**src/rtl/riscv_mc_ctrl.sv**
```systemverilog
// -----------------------------------------------------------------------------
// riscv_mc_ctrl
//
// Multicycle control FSM for the single-issue RV32I core. It steps each
// instruction through FETCH / DECODE / EXEC / MEM / WB over the shared ALU
// datapath. It drives the operand-2 select, the register-file write, the PC
// update and the instruction/data memory request handshakes.
//
// All outputs are registered. Strobes (rf_we, pc_we, retire) are high during
// the cycle of the state that performs them:
//   - ALU / JAL / JALR / LUI / AUIPC / LOAD : during WB.
//   - BRANCH : during EXEC. br_taken is sampled at the end of DECODE, when
//     the register operands read from ir are already valid.
//   - STORE  : during the first FETCH cycle after mem_ack. A registered
//     output cannot pulse in the same cycle as the ack that causes it.
//
// op2_sel encoding (mirrors OP2_SEL in riscv_constants.sv):
//   0 = OP2_RS2, 1 = OP2_IMI, 2 = OP2_IMS, 3 = OP2_IMJ, 4 = OP2_IMU
//
// Optional feature, macro RISCV_CTRL_TIMEOUT_EN:
//   - Defined: a wait counter of 8..32 bits counts cycles in which a request
//     is outstanding and no ack arrives. After TIMEOUT_CYCLES unanswered
//     cycles the request drops, the FSM halts and bus_err is set.
//   - Undefined: handshakes wait forever. The bus_err register only ever
//     loads 0, so it folds to a constant.
//
// Ports:
//   clk, rst_n             core clock, asynchronous active-low reset
//   inst_req/inst_ack/inst instruction fetch handshake and fetched word
//   mem_req/mem_we/mem_ack data memory handshake (mem_we=1 for stores)
//   br_taken               branch comparator result
//   op2_sel                ALU operand-2 select
//   rf_we                  register-file write strobe
//   wb_sel                 0=ALU, 1=mem rdata, 2=PC+4
//   pc_we                  PC update strobe
//   pc_sel                 0=PC+4, 1=PC+imm, 2=ALU (JALR)
//   ir                     latched instruction
//   retire, instret        retire pulse and retired-instruction count
//   halted, illegal,       halt status: halted, halted on an unknown
//   bus_err                opcode, halted on a handshake timeout
// -----------------------------------------------------------------------------
module riscv_mc_ctrl #(
  parameter int WORD_LENGTH    = 32,
  parameter int CNT_WIDTH      = 32,
  parameter int TIMEOUT_CYCLES = 255
) (
  input  logic                   clk,
  input  logic                   rst_n,
  output logic                   inst_req,
  input  logic                   inst_ack,
  input  logic [WORD_LENGTH-1:0] inst,
  output logic                   mem_req,
  output logic                   mem_we,
  input  logic                   mem_ack,
  input  logic                   br_taken,
  output logic [2:0]             op2_sel,
  output logic                   rf_we,
  output logic [1:0]             wb_sel,
  output logic                   pc_we,
  output logic [1:0]             pc_sel,
  output logic [WORD_LENGTH-1:0] ir,
  output logic                   retire,
  output logic [CNT_WIDTH-1:0]   instret,
  output logic                   halted,
  output logic                   illegal,
  output logic                   bus_err
);

  localparam logic [2:0] OP2_RS2 = 3'd0;
  localparam logic [2:0] OP2_IMI = 3'd1;
  localparam logic [2:0] OP2_IMS = 3'd2;
  localparam logic [2:0] OP2_IMJ = 3'd3;
  localparam logic [2:0] OP2_IMU = 3'd4;

  localparam logic [1:0] WB_ALU = 2'd0;
  localparam logic [1:0] WB_MEM = 2'd1;
  localparam logic [1:0] WB_PC4 = 2'd2;

  localparam logic [1:0] PC_PLUS4 = 2'd0;
  localparam logic [1:0] PC_IMM   = 2'd1;
  localparam logic [1:0] PC_ALU   = 2'd2;

  localparam logic [6:0] OPC_OP     = 7'b0110011;
  localparam logic [6:0] OPC_OPIMM  = 7'b0010011;
  localparam logic [6:0] OPC_LOAD   = 7'b0000011;
  localparam logic [6:0] OPC_STORE  = 7'b0100011;
  localparam logic [6:0] OPC_BRANCH = 7'b1100011;
  localparam logic [6:0] OPC_JAL    = 7'b1101111;
  localparam logic [6:0] OPC_JALR   = 7'b1100111;
  localparam logic [6:0] OPC_LUI    = 7'b0110111;
  localparam logic [6:0] OPC_AUIPC  = 7'b0010111;

  localparam logic [WORD_LENGTH-1:0] ECALL_WORD = WORD_LENGTH'(32'h0000_0073);
  localparam logic [CNT_WIDTH-1:0]   CNT_ONE    = CNT_WIDTH'(1);

  typedef enum logic [2:0] {
    S_IDLE   = 3'd0,
    S_FETCH  = 3'd1,
    S_DECODE = 3'd2,
    S_EXEC   = 3'd3,
    S_MEM    = 3'd4,
    S_WB     = 3'd5,
    S_HALT   = 3'd6
  } state_t;

  state_t                 state_q, state_d;
  logic                   inst_req_q, inst_req_d;
  logic                   mem_req_q, mem_req_d;
  logic                   mem_we_q, mem_we_d;
  logic                   rf_we_q, rf_we_d;
  logic                   pc_we_q, pc_we_d;
  logic                   retire_q, retire_d;
  logic                   halted_q, halted_d;
  logic                   illegal_q, illegal_d;
  logic                   bus_err_q, bus_err_d;
  logic [2:0]             op2_sel_q, op2_sel_d;
  logic [1:0]             wb_sel_q, wb_sel_d;
  logic [1:0]             pc_sel_q, pc_sel_d;
  logic [WORD_LENGTH-1:0] ir_q, ir_d;
  logic [CNT_WIDTH-1:0]   instret_q, instret_d;

  logic [6:0] opcode;
  logic       is_load;
  logic       is_store;
  logic       is_branch;
  logic       wait_expired;

  // The instruction class is taken from ir, which holds until the next
  // fetch. EXEC and MEM therefore need no separate class register.
  assign opcode    = ir_q[6:0];
  assign is_load   = (opcode == OPC_LOAD);
  assign is_store  = (opcode == OPC_STORE);
  assign is_branch = (opcode == OPC_BRANCH);

`ifdef RISCV_CTRL_TIMEOUT_EN
  localparam int TO_RAW = $clog2(TIMEOUT_CYCLES + 1);
  localparam int TO_W   = (TO_RAW < 8) ? 8 : ((TO_RAW > 32) ? 32 : TO_RAW);
  localparam logic [TO_W-1:0] TO_LAST = TO_W'(TIMEOUT_CYCLES - 1);

  logic [TO_W-1:0] wait_cnt_q, wait_cnt_d;

  // The counter counts each unanswered request cycle. It falls back to 0 as
  // soon as an ack arrives or the FSM leaves the waiting states.
  always_comb begin
    wait_cnt_d = '0;
    if ((state_q == S_FETCH && !inst_ack) || (state_q == S_MEM && !mem_ack)) begin
      wait_cnt_d = wait_cnt_q + 1'b1;
    end
  end

  always_ff @(posedge clk or negedge rst_n) begin
    if (!rst_n) begin
      wait_cnt_q <= '0;
    end else begin
      wait_cnt_q <= wait_cnt_d;
    end
  end

  // True in the last allowed waiting cycle. A concurrent ack still wins.
  assign wait_expired = (wait_cnt_q == TO_LAST);
`else
  assign wait_expired = 1'b0;
`endif

  // Next-state and registered-output logic
  always_comb begin
    state_d    = state_q;
    inst_req_d = 1'b0;
    mem_req_d  = 1'b0;
    mem_we_d   = 1'b0;
    rf_we_d    = 1'b0;
    pc_we_d    = 1'b0;
    retire_d   = 1'b0;
    halted_d   = halted_q;
    illegal_d  = illegal_q;
    bus_err_d  = bus_err_q;
    op2_sel_d  = op2_sel_q;
    wb_sel_d   = wb_sel_q;
    pc_sel_d   = pc_sel_q;
    ir_d       = ir_q;
    instret_d  = instret_q;

    unique case (state_q)
      S_IDLE: begin
        state_d    = S_FETCH;
        inst_req_d = 1'b1;
      end

      S_FETCH: begin
        if (inst_ack) begin
          ir_d    = inst;
          state_d = S_DECODE;
        end else if (wait_expired) begin
          state_d   = S_HALT;
          halted_d  = 1'b1;
          bus_err_d = 1'b1;
        end else begin
          inst_req_d = 1'b1;
        end
      end

      S_DECODE: begin
        state_d = S_EXEC;
        case (opcode)
          OPC_OP: begin
            op2_sel_d = OP2_RS2; wb_sel_d = WB_ALU; pc_sel_d = PC_PLUS4;
          end
          OPC_OPIMM: begin
            op2_sel_d = OP2_IMI; wb_sel_d = WB_ALU; pc_sel_d = PC_PLUS4;
          end
          OPC_LOAD: begin
            op2_sel_d = OP2_IMI; wb_sel_d = WB_MEM; pc_sel_d = PC_PLUS4;
          end
          OPC_STORE: begin
            op2_sel_d = OP2_IMS; wb_sel_d = WB_ALU; pc_sel_d = PC_PLUS4;
          end
          OPC_BRANCH: begin
            // The branch resolves here, so its PC strobe and retire
            // appear during EXEC.
            op2_sel_d = OP2_RS2;
            wb_sel_d  = WB_ALU;
            pc_sel_d  = br_taken ? PC_IMM : PC_PLUS4;
            pc_we_d   = 1'b1;
            retire_d  = 1'b1;
            instret_d = instret_q + CNT_ONE;
          end
          OPC_JAL: begin
            op2_sel_d = OP2_IMJ; wb_sel_d = WB_PC4; pc_sel_d = PC_IMM;
          end
          OPC_JALR: begin
            op2_sel_d = OP2_IMI; wb_sel_d = WB_PC4; pc_sel_d = PC_ALU;
          end
          OPC_LUI, OPC_AUIPC: begin
            op2_sel_d = OP2_IMU; wb_sel_d = WB_ALU; pc_sel_d = PC_PLUS4;
          end
          default: begin
            // ECALL halts cleanly. Every other unknown encoding halts as
            // illegal.
            state_d   = S_HALT;
            halted_d  = 1'b1;
            illegal_d = (ir_q != ECALL_WORD);
          end
        endcase
      end

      S_EXEC: begin
        if (is_load || is_store) begin
          state_d   = S_MEM;
          mem_req_d = 1'b1;
          mem_we_d  = is_store;
        end else if (is_branch) begin
          state_d    = S_FETCH;
          inst_req_d = 1'b1;
        end else begin
          state_d   = S_WB;
          rf_we_d   = 1'b1;
          pc_we_d   = 1'b1;
          retire_d  = 1'b1;
          instret_d = instret_q + CNT_ONE;
        end
      end

      S_MEM: begin
        if (mem_ack) begin
          if (is_store) begin
            state_d    = S_FETCH;
            inst_req_d = 1'b1;
            pc_we_d    = 1'b1;
            pc_sel_d   = PC_PLUS4;
            retire_d   = 1'b1;
            instret_d  = instret_q + CNT_ONE;
          end else begin
            state_d   = S_WB;
            rf_we_d   = 1'b1;
            pc_we_d   = 1'b1;
            retire_d  = 1'b1;
            instret_d = instret_q + CNT_ONE;
          end
        end else if (wait_expired) begin
          state_d   = S_HALT;
          halted_d  = 1'b1;
          bus_err_d = 1'b1;
        end else begin
          mem_req_d = 1'b1;
          mem_we_d  = is_store;
        end
      end

      S_WB: begin
        state_d    = S_FETCH;
        inst_req_d = 1'b1;
      end

      S_HALT: begin
        state_d = S_HALT;
      end

      default: begin
        state_d = S_IDLE;
      end
    endcase
  end

  // State and output registers
  always_ff @(posedge clk or negedge rst_n) begin
    if (!rst_n) begin
      state_q    <= S_IDLE;
      inst_req_q <= 1'b0;
      mem_req_q  <= 1'b0;
      mem_we_q   <= 1'b0;
      rf_we_q    <= 1'b0;
      pc_we_q    <= 1'b0;
      retire_q   <= 1'b0;
      halted_q   <= 1'b0;
      illegal_q  <= 1'b0;
      bus_err_q  <= 1'b0;
      op2_sel_q  <= OP2_RS2;
      wb_sel_q   <= WB_ALU;
      pc_sel_q   <= PC_PLUS4;
      ir_q       <= '0;
      instret_q  <= '0;
    end else begin
      state_q    <= state_d;
      inst_req_q <= inst_req_d;
      mem_req_q  <= mem_req_d;
      mem_we_q   <= mem_we_d;
      rf_we_q    <= rf_we_d;
      pc_we_q    <= pc_we_d;
      retire_q   <= retire_d;
      halted_q   <= halted_d;
      illegal_q  <= illegal_d;
      bus_err_q  <= bus_err_d;
      op2_sel_q  <= op2_sel_d;
      wb_sel_q   <= wb_sel_d;
      pc_sel_q   <= pc_sel_d;
      ir_q       <= ir_d;
      instret_q  <= instret_d;
    end
  end

  assign inst_req = inst_req_q;
  assign mem_req  = mem_req_q;
  assign mem_we   = mem_we_q;
  assign rf_we    = rf_we_q;
  assign pc_we    = pc_we_q;
  assign retire   = retire_q;
  assign halted   = halted_q;
  assign illegal  = illegal_q;
  assign bus_err  = bus_err_q;
  assign op2_sel  = op2_sel_q;
  assign wb_sel   = wb_sel_q;
  assign pc_sel   = pc_sel_q;
  assign ir       = ir_q;
  assign instret  = instret_q;

endmodule
```
**config.mk**
```make
export PLATFORM = sky130hd
export DESIGN_NAME = riscv_mc_ctrl
export DESIGN_NICKNAME = d
export VERILOG_FILES = /design/src/rtl/riscv_mc_ctrl.sv
export SDC_FILE = /design/constraint.sdc
export NUM_CORES = 1
export LEC_CHECK = 0
export CAP_MARGIN = 20
export CORE_ASPECT_RATIO = 1.25
export CORE_MARGIN = 3
export CORE_UTILIZATION = 45
export CTS_CLUSTER_DIAMETER = 50
export DETAILED_ROUTE_END_ITERATION = 10
export GPL_TIMING_DRIVEN = 0
export PLACE_DENSITY_LB_ADDON = 0.05
export SLEW_MARGIN = 10
export SYNTH_ARGS = -nofsm -noshare
export SYNTH_HDL_FRONTEND = slang
export SYNTH_SLANG_ARGS = --single-unit
```
**constraint.sdc**
```tcl
create_clock -name clk -period 3.7 [get_ports clk]
set_input_delay 0.925 -clock clk [delete_from_list [all_inputs] [get_ports clk]]
set_output_delay 0.925 -clock clk [all_outputs]
set_load 0.01 [all_outputs]
```
==> impl_metrics.yaml <==
status:
  status: "complete, no violations"
die:
  initial_core_util: 0.470
  die_h_um: 107
  die_w_um: 87.2
  core_area_sq_um: 7880
  num_rows: 36
  io_pins: 117
  dieArea_sq_um: 9370
critical_path:
  critical_path.max_stage_delay_ns: 0.45
  cp.arrival_ns: 2.73
  path_delay_family: "buffers and inverters"
  path_cells: "clkdlybuf4s50_1 > nor2b_1 > nor3b_2 > buf_2 > mux2_2"
  path_buf_inv: 2
  slowest_stage: "clkdlybuf4s50_1"
  crit_required_ns: 3.94
  end_kind: "flop"
  start_kind: "primary input"
  cp_max_fo: 10
  crit_start: "inst_ack"
  r2r_start: "instret[0]$_DFFE_PN0P_"
  crit_type: "in -> reg"
synthesis:
  yosysTopAreaCellShare: 0.547
  syn_nets: 348
  synthesis.area_sq_um: 3710
  ys_top_cells_by_count: "dfrtp_1 (81), mux2_2 (32), nand2_1 (22)"
  netlist_instances: 310
  ys_warn_count: 0
  synthArstFlopShare: 1.00
  synth_ff_type: "dfrtp_1"
  seq_area_frac_synth: 0.547
  synth_most_common_cell: "dfrtp_1"
  synth.avg_cell_area_sq_um: 12.0
  ys_ff_latch: 81
  synthTopCellsByArea: "dfrtp_1 (55%), mux2_2 (9.7%), xnor2_1 (4.3%)"
  synth_top_area_cell: "dfrtp_1"
  ys_types: 55
  synth-edff-count: 0
sta:
  hold_ws_ns: 0.468
  fmax_mhz: 401
  slew_violations: 0
  post-route-period-util: 0.674
  rsz0062_at_grt: "no"
  tightest_slew_ns: 1.01
  fin_ws_ns: 1.20
  hold_viol_final: 0
  setup_violations: 0
  maxSlewHeadroom: 0.322
  clock_skew_ns: 0.0104
  min_period_ns: 2.50
clock_network:
  hold_buffers: 0
  cts_max_level: 3
  cts.reportedPaths.clkPinSlew_ns: 0.08
  cts_tree: "done"
  cts-root-buf: "clkbuf_8"
  post_cts_resized: 0
  cts_buffers: 9
  clockBufferDepth: 2
  post_cts_buffers: 0
  clock_sinks: 81
  clk-insertion-delay-late_ns: 0.35
cells_and_area:
  register_area_sq_um: 2030
  fin_area_sq_um: 5220
  areaGrowthSynthToFinish_pct: 40.8
  drive_gt1_frac: 0.161
  finalNetCount: 475
  diodes: 0
  multi_input_area_sq_um: 1580
  stdcell_count: 536
  num-fill-cells: 622
worst_hold_path:
  worstHoldPathType: "in -> async"
detailed_routing:
  vias: 2861
  met1Wirelength_um: 3460
  via_per_inst: 5.34
  wl_met2_um: 4420
  wl_met3_um: 626
  drtIter0Drc: 94
  avgRoutedWirePerCell_um: 16.1
  wl_um: 8640
  drt_first_pass_iters: 4
  top_layer: "met4"
  drc: 0
  ant_nets: 0
place:
  place.gp.congestion: 0.863
  hpwl_um: 6490
  post-place-ws_ns: 0.791
  io_buffers: 115
  place_area_sq_um: 5000
  dp.cells: 521
pwr:
  irDropWorstVdd_mv: 0.442
  p_leak_nw: 2.08
  power_mw: 3.63
  power_density_nw_per_um2: 696
flow_run:
  cap_violations: 0
global_route:
  grt_pass1_wl_um: 14700
  grt_pass1_vias: 3080
  grt_usage: 0.200
  overflow: 0
  antenna_found_initial: 0
  grt_max_degree: 58
-- layer usage --
metal	vias to the layer above	track usage
li1	1376	-
met1	1375	0.235
met2	97	0.337
met3	13	0.0689
met4	0	0.0724
met5	-	0
-- metrics by stage --
step	TNS, ns	utilization
floorplan	0	-
global placement	-93.41	0.631
detailed placement	0	0.634
CTS	0	0.662
global route	0	0.662
finish	0	0.662
-- cells by family (layout without fill, tap and decap cells) --
| logic type | count (synthesis) | in the layout | synth area share |
|---|---|---|---|
| buf+inv | 17 | 148 | 0.0263 |
| other cells | 1 | 1 | 0.00101 |
| simple gates | 113 | 113 | 0.186 |
| xor+xnor | 31 | 31 | 0.0733 |
| flops | 81 | 81 | 0.547 |
| mux | 32 | 32 | 0.0972 |
| compound gates | 34 | 34 | 0.0655 |
| fa+ha+maj | 1 | 1 | 0.00338 |
-- layout make-up --
| cell class | instances | share of cell area |
|---|---|---|
| well taps | 95 | 0.0228 |
| multi-input cells | 212 | 0.303 |
| flip-flops and latches | 81 | 0.388 |
| inverters | 3 | 0.00216 |
| plain buffers | 14 | 0.0165 |
| repair buffers | 116 | 0.225 |
| clock buffers | 10 | 0.0264 |
| clock inverters | 5 | 0.0153 |
-- flip-flops by register name (all words and copies together), names as in the netlist, 2 cells and up --
register,flops
state_q,3
instret,32
ir,32
op2_sel,3
pc_sel,2
wb_sel,2
-- final timing paths --
check / endpoint / slack [ns] / cells after the start
worst max-delay path: ir[13]$_DFFE_PN0P_ / 1.20 / 5
worst min-delay path: instret[11]$_DFFE_PN0P_ / 0.47 / 1
worst max register to register: instret[26]$_DFFE_PN0P_ / 1.37 / 6
worst min register to register: instret[31]$_DFFE_PN0P_ / 0.47 / 1
max in group asynchronous: ir[0]$_DFFE_PN0P_ / 2.64 / 2
min in group clk: instret[31]$_DFFE_PN0P_ / 0.47 / 1
-- power breakdown --
part | internal [mW] | leakage (nW) | switching, mW
registers | 1.16 | 0.989 | 0.250
logic | 0.863 | 0.991 | 0.649
clock network | 0.393 | 0.104 | 0.319
total | 2.41 | 2.08 | 1.22
-- layout by cell type (no fill, tap or decap), types with 3 or more instances in the layout --
| master | instances |
|---|---|
| a21o_1 | 4 |
| a21oi_1 | 4 |
| and2_1 | 3 |
| and3_1 | 3 |
| and4_1 | 3 |
| buf_2 | 5 |
| buf_4 | 4 |
| clkbuf_1 | 3 |
| clkbuf_8 | 10 |
| clkdlybuf4s50_1 | 114 |
| dfrtp_1 | 81 |
| mux2_2 | 32 |
| nand2_1 | 22 |
| nand2b_1 | 3 |
| nand3_1 | 12 |
| nand4_1 | 13 |
| nor2_1 | 13 |
| nor2b_1 | 3 |
| nor3_1 | 9 |
| nor3b_1 | 3 |
| nor4_1 | 9 |
| nor4b_1 | 3 |
| o21ai_0 | 7 |
| o311ai_0 | 3 |
| xnor2_1 | 18 |
| xor2_1 | 13 |
No activity file was read; power rests on OpenSTA's default activity.
==> edit 1 (same settings) <==
`instret_q` no longer has a reset.
--- a/src/rtl/riscv_mc_ctrl.sv
+++ b/src/rtl/riscv_mc_ctrl.sv
@@ -318,7 +318,6 @@
       wb_sel_q   <= WB_ALU;
       pc_sel_q   <= PC_PLUS4;
       ir_q       <= '0;
-      instret_q  <= '0;
     end else begin
       state_q    <= state_d;
       inst_req_q <= inst_req_d;
@@ -334,8 +333,11 @@
       wb_sel_q   <= wb_sel_d;
       pc_sel_q   <= pc_sel_d;
       ir_q       <= ir_d;
-      instret_q  <= instret_d;
     end
+  end
+
+  always_ff @(posedge clk) begin
+    instret_q <= instret_d;
   end
 
   assign inst_req = inst_req_q;
Behaviour: differs if rst_n is asserted again (counterexample within 4 cycles, from zero or initial values and one cycle with rst_n low); with rst_n held inactive, the same outputs for 10 cycles.
==> edit 1 against the original RTL <==
Worst setup slack lost 0.034 ns. Wire length shrank 1.8%. Sequential cell count is the same. Total power grew 18%. Worst hold slack gained 0.0071 ns. Cell area grew 3.4%. Global-route usage shrank 1.1 points. Synthesized area grew 4.3%. Clock power shrank 3.8%. Largest power group unchanged.
==> edit 1: results (changes against the original RTL) <==
- Layout cells sized above 1: 0.158 (was 0.161)
- Peak VDD IR: 0.000482 V (was 0.000442 V)
- Compound-Gate Fraction of Synth Area: 0.0628 (was 0.0655)
- Area after DPL: 5190 um2 (was 5000 um2)
- Number of vias per cell: 5.34 (about the same)
- Final Net Count: 482 (was 475)
- RR Startpoint: ir[2] (was instret[0])
- Post-synth EDFFs: 32 (was 0)
- Psw: 1460 uW (was 1220 uW)
- Top cells by area, synth: dfrtp_1 32%, edfxtp_1 25%, mux2_2 9.0% (was dfrtp_1 55%, mux2_2 9.7%, xnor2_1 4.3%)
- Sequential share of the synthesized area: 0.566 (was 0.547)
- Cells on worst reg2reg path: 7 (was 6)
- Largest net degree at the start of global routing: 37 (was 58)
- Async set or reset register ratio after synthesis: 0.605 (was 1.00)
- Total track usage: 0.189 (was 0.200)
- CTS Buf Count: 9 (unchanged)
- Worst path max stage delay: 0.51 ns (was 0.45 ns)
- H-tree depth: 3 (unchanged)
- Gp weighted congestion: 0.839 (was 0.863)
- Vias in the first global route: 3024 (was 3080)
- Actual slew at the worst max-slew pin: 0.567 ns (was 1.01 ns)
- Crit. Startpoint: ir[2] (was inst_ack)
- CP delay by family, top: buffers and inverters (unchanged)
- Net Count, Synth: 351 (was 348)
- Initial DRC count: 104 (was 94)
- Fillcell total: 672 (was 622)
- Static Leak: 0.00207 uW (was 0.00208 uW)
- Drt total wl: 8.49 mm (was 8.64 mm)
- Outcome: complete, no violations (unchanged)
- Xor and xnor area share after synthesis: 0.0680 (was 0.0733)
- First-pass GRT wire length: 14.2 mm (was 14.7 mm)
- Most frequent cells after synthesis: 49 x dfrtp_1, 32 x edfxtp_1, 31 x mux2_2 (was 81 x dfrtp_1, 32 x mux2_2, 22 x nand2_1)
- DP Wirelength: 6.49 mm (about the same)
- Fraction of the mapped netlist area in adder cells: 0.00324 (was 0.00338)
- CP max stage cell: o211ai_1 (was clkdlybuf4s50_1)
## edit 1: layout make-up
class,count,area share
plain buffers,16,0.0192
clock buffers,11,0.0243
clock inverters,5,0.0148
inverters,7,0.00487
multi-input cells,209,0.287
flip-flops and latches,81,0.405
well taps,97,0.0225
repair buffers,120,0.222
## edit 1: logic make-up (layout without fill, tap and decap cells)
kind of cell | count (synthesis) | count (layout)
compound gates | 36 | 36
xor+xnor | 30 | 30
fa+ha+maj | 1 | 1
buf+inv | 23 | 159
flops | 81 | 81
mux | 32 | 32
other cells | 1 | 1
simple gates | 109 | 109
## edit 1: final timing paths
kind | slack (ns) | to
max | 1.17 | instret[5]
min | 0.48 | ir[10]
max reg2reg | 1.17 | instret[5]
min reg2reg | 0.48 | halted
max in group asynchronous | 2.72 | ir[6]
min in group clk | 0.48 | halted
## edit 1: layer usage
metal	GRT usage	wire (um)
met1	0.224	3490
met2	0.317	4220
met3	0.0697	682
met4	0.0616	96
met5	0	0
## edit 1: power by group through the flow
stage / Sequential (uW) / Clock (uW) / Combinational [uW]
finish: 1680 / 685 / 1920
global route: 1750 / 744 / 2100
CTS: 1690 / 711 / 1950
detailed placement: 1700 / 0 / 1940
global placement: 1700 / 0 / 1880
floorplan: 1810 / 0 / 838
## edit 1: per-stage QoR
step | std cells | util | hold slack [ns] | setup slack (ns)
after floorplan | 313 | - | 0.513 | 0.662
after global placement | 525 | 0.620 | 0.469 | -0.0831
after detailed placement | 530 | 0.626 | 0.467 | 0.844
after CTS | 546 | 0.651 | 0.462 | 1.15
after global routing | 546 | 0.651 | 0.473 | 0.940
final | 546 | 0.651 | 0.475 | 1.17
==> edit 2 (config.mk and constraints unchanged) <==
Made on the original files. The parameter `WORD_LENGTH` goes from 32 to 16.
--- a/src/rtl/riscv_mc_ctrl.sv
+++ b/src/rtl/riscv_mc_ctrl.sv
@@ -40,7 +40,7 @@
 //   bus_err                opcode, halted on a handshake timeout
 // -----------------------------------------------------------------------------
 module riscv_mc_ctrl #(
-  parameter int WORD_LENGTH    = 32,
+  parameter int WORD_LENGTH    = 16,
   parameter int CNT_WIDTH      = 32,
   parameter int TIMEOUT_CYCLES = 255
 ) (
Interface: changed (resized inst and ir); port bits go from 117 to 85. No check against the original RTL was run, so the function may have changed too.
==> edit 2 against the original RTL <==
Total power down 21%. First-iteration DRC count up 23%. Synthesized area down 15%. Synthesized cell count down 5.8%. Wire length down 7.8%. Cell area down 18%. Worst setup slack better by 0.091 ns. Count of clock-buffer cells in the layout up 1. Sequential cell count down 16. Critical path type unchanged. Largest cell class unchanged. Largest power group unchanged.
==> edit 2: results (changes against the original RTL) <==
- Slew Viols, Final: 0 (unchanged)
- Post-synthesis cell type count: 49 (was 55)
- Fillcell total: 568 (was 622)
- Buffers on Ports: 83 (was 115)
- Gp weighted congestion: 0.932 (was 0.863)
- Wire length on met1: 3.23 mm (was 3.46 mm)
- Clock Pin Slew Worst Setup and Hold Paths: ~0.070 ns
- Max-Slew Margin vs Limit: 0.532 (was 0.322)
- Initial antenna violation count: 0 (unchanged)
- Peak VDD IR: 0.000385 V (was 0.000442 V)
- Place WS: 0.962 ns (was 0.791 ns)
- Synth warn: 0 (unchanged)
- Placed insts: 463 (was 521)
- First-pass GRT wire length: 13.5 mm (was 14.7 mm)
- Top cells by area, synth: dfrtp_1 51%, xnor2_1 8.3%, mux2_2 6.4% (was dfrtp_1 55%, mux2_2 9.7%, xnor2_1 4.3%)
- Initial DRC count: 116 (was 94)
- DP Wirelength: 5.78 mm (was 6.49 mm)
- WP data arrival: 2.62 ns (was 2.73 ns)
- Static Leak: 0.00175 uW (was 0.00208 uW)
- Sequential share of the synthesized area: 0.514 (was 0.547)
- Largest net degree at the start of global routing: 49 (was 58)
- Clock Skews: 0.0120 ns (was 0.0104 ns)
- Total track usage: 0.217 (was 0.200)
- Met2 wire len: 4.11 mm (was 4.42 mm)
- Compound-Gate Fraction of Synth Area: 0.0847 (was 0.0655)
- Net Count, Synth: 314 (was 348)
- Vias in the first global route: 2718 (was 3080)
- Metal3 WL: 364 um (was 626 um)
- Sw Ratio: 0.363 (was 0.335)
- Mux share of post-synthesis cell area: 0.0673 (was 0.0972)
- Final Net Count: 409 (was 475)
- Top routing layer used: met4 (unchanged)
- Number of vias per cell: 5.55 (was 5.34)
- Xor and xnor area share after synthesis: 0.0859 (was 0.0733)
- Drt total wl: 7.97 mm (was 8.64 mm)
- Fraction of the mapped netlist area in adder cells: 0.00396 (was 0.00338)
- Drt wl/cell: 16.7 um (was 16.1 um)
- Layout cells sized above 1: 0.128 (was 0.161)
- Most frequent cells after synthesis: 65 x dfrtp_1, 30 x xnor2_1, 20 x nand4_1 (was 81 x dfrtp_1, 32 x mux2_2, 22 x nand2_1)
- Outcome: complete, no violations (unchanged)
## edit 2: cell count changes in the layout (fill, tap and decap cells not counted), moves of 8 or more
cell	delta
clkdlybuf4s50_1	-32
nand2_1	-8
xnor2_1	+12
mux2_2	-14
xor2_1	-12
dfrtp_1	-16
## edit 2: final timing paths
| check | depth (start not counted) | endpoint | slack [ns] | start |
|---|---|---|---|---|
| max | 7 | instret[4] | 1.30 | mem_ack |
| min | 1 | mem_req | 0.45 | rst_n |
| max reg2reg | 6 | pc_sel[1] | 1.46 | ir[3] |
| min reg2reg | 1 | halted | 0.47 | halted |
| max in group asynchronous | 2 | op2_sel[1] | 2.74 | rst_n |
| min in group clk | 1 | halted | 0.47 | halted |
## edit 2: layer usage
layer,GRT usage,up-vias
li1,-,1249
met1,0.273,1295
met2,0.344,87
met3,0.0408,20
met4,0.130,0
met5,0,-
## edit 2: worst max-delay path: stages
cell and delay (ns):
clkdlybuf4s50_1 0.51, inv_1 0.10, or3_1 0.44, o221ai_4 0.15, buf_6 0.21, nand4_1 0.13
xnor2_1 0.16
## edit 2: power groups by stage
stage	sequential, uW	combinational [uW]	clock [uW]
2_1_floorplan	1090	635	0
3_3_place_gp	1030	1240	0
3_5_place_dp	1040	1260	0
4_1_cts	1030	1260	575
5_1_grt	1060	1370	617
6_report	1030	1260	569
## edit 2: area by class of cell
type | instances | area [um2] | share of cell area
Buffer | 16 | 98.8 | 0.0230
Clock buffer | 11 | 131 | 0.0305
Clock inverter | 4 | 45.0 | 0.0105
Inverter | 6 | 22.5 | 0.00523
Multi-Input combinational cell | 205 | 1410 | 0.329
Sequential cell | 65 | 1630 | 0.378
Tap cell | 87 | 109 | 0.0253
Timing Repair Buffer | 84 | 856 | 0.199
## edit 2: cells by family after synthesis
logic type / count (synthesis)
AOI/OAI and AO/OA: 38
xor gates and xnor gates: 31
adders and majority gates: 1
buffers and inverters: 22
DFF: 65
muxes: 19
other: 1
and+or+nand+nor: 115
## edit 2: per-stage QoR
step	power [uW]	hold WS, ns
2_1_floorplan	1730	0.508
3_3_place_gp	2280	0.453
3_5_place_dp	2300	0.458
4_1_cts	2870	0.451
5_1_grt	3040	0.456
6_report	2850	0.450
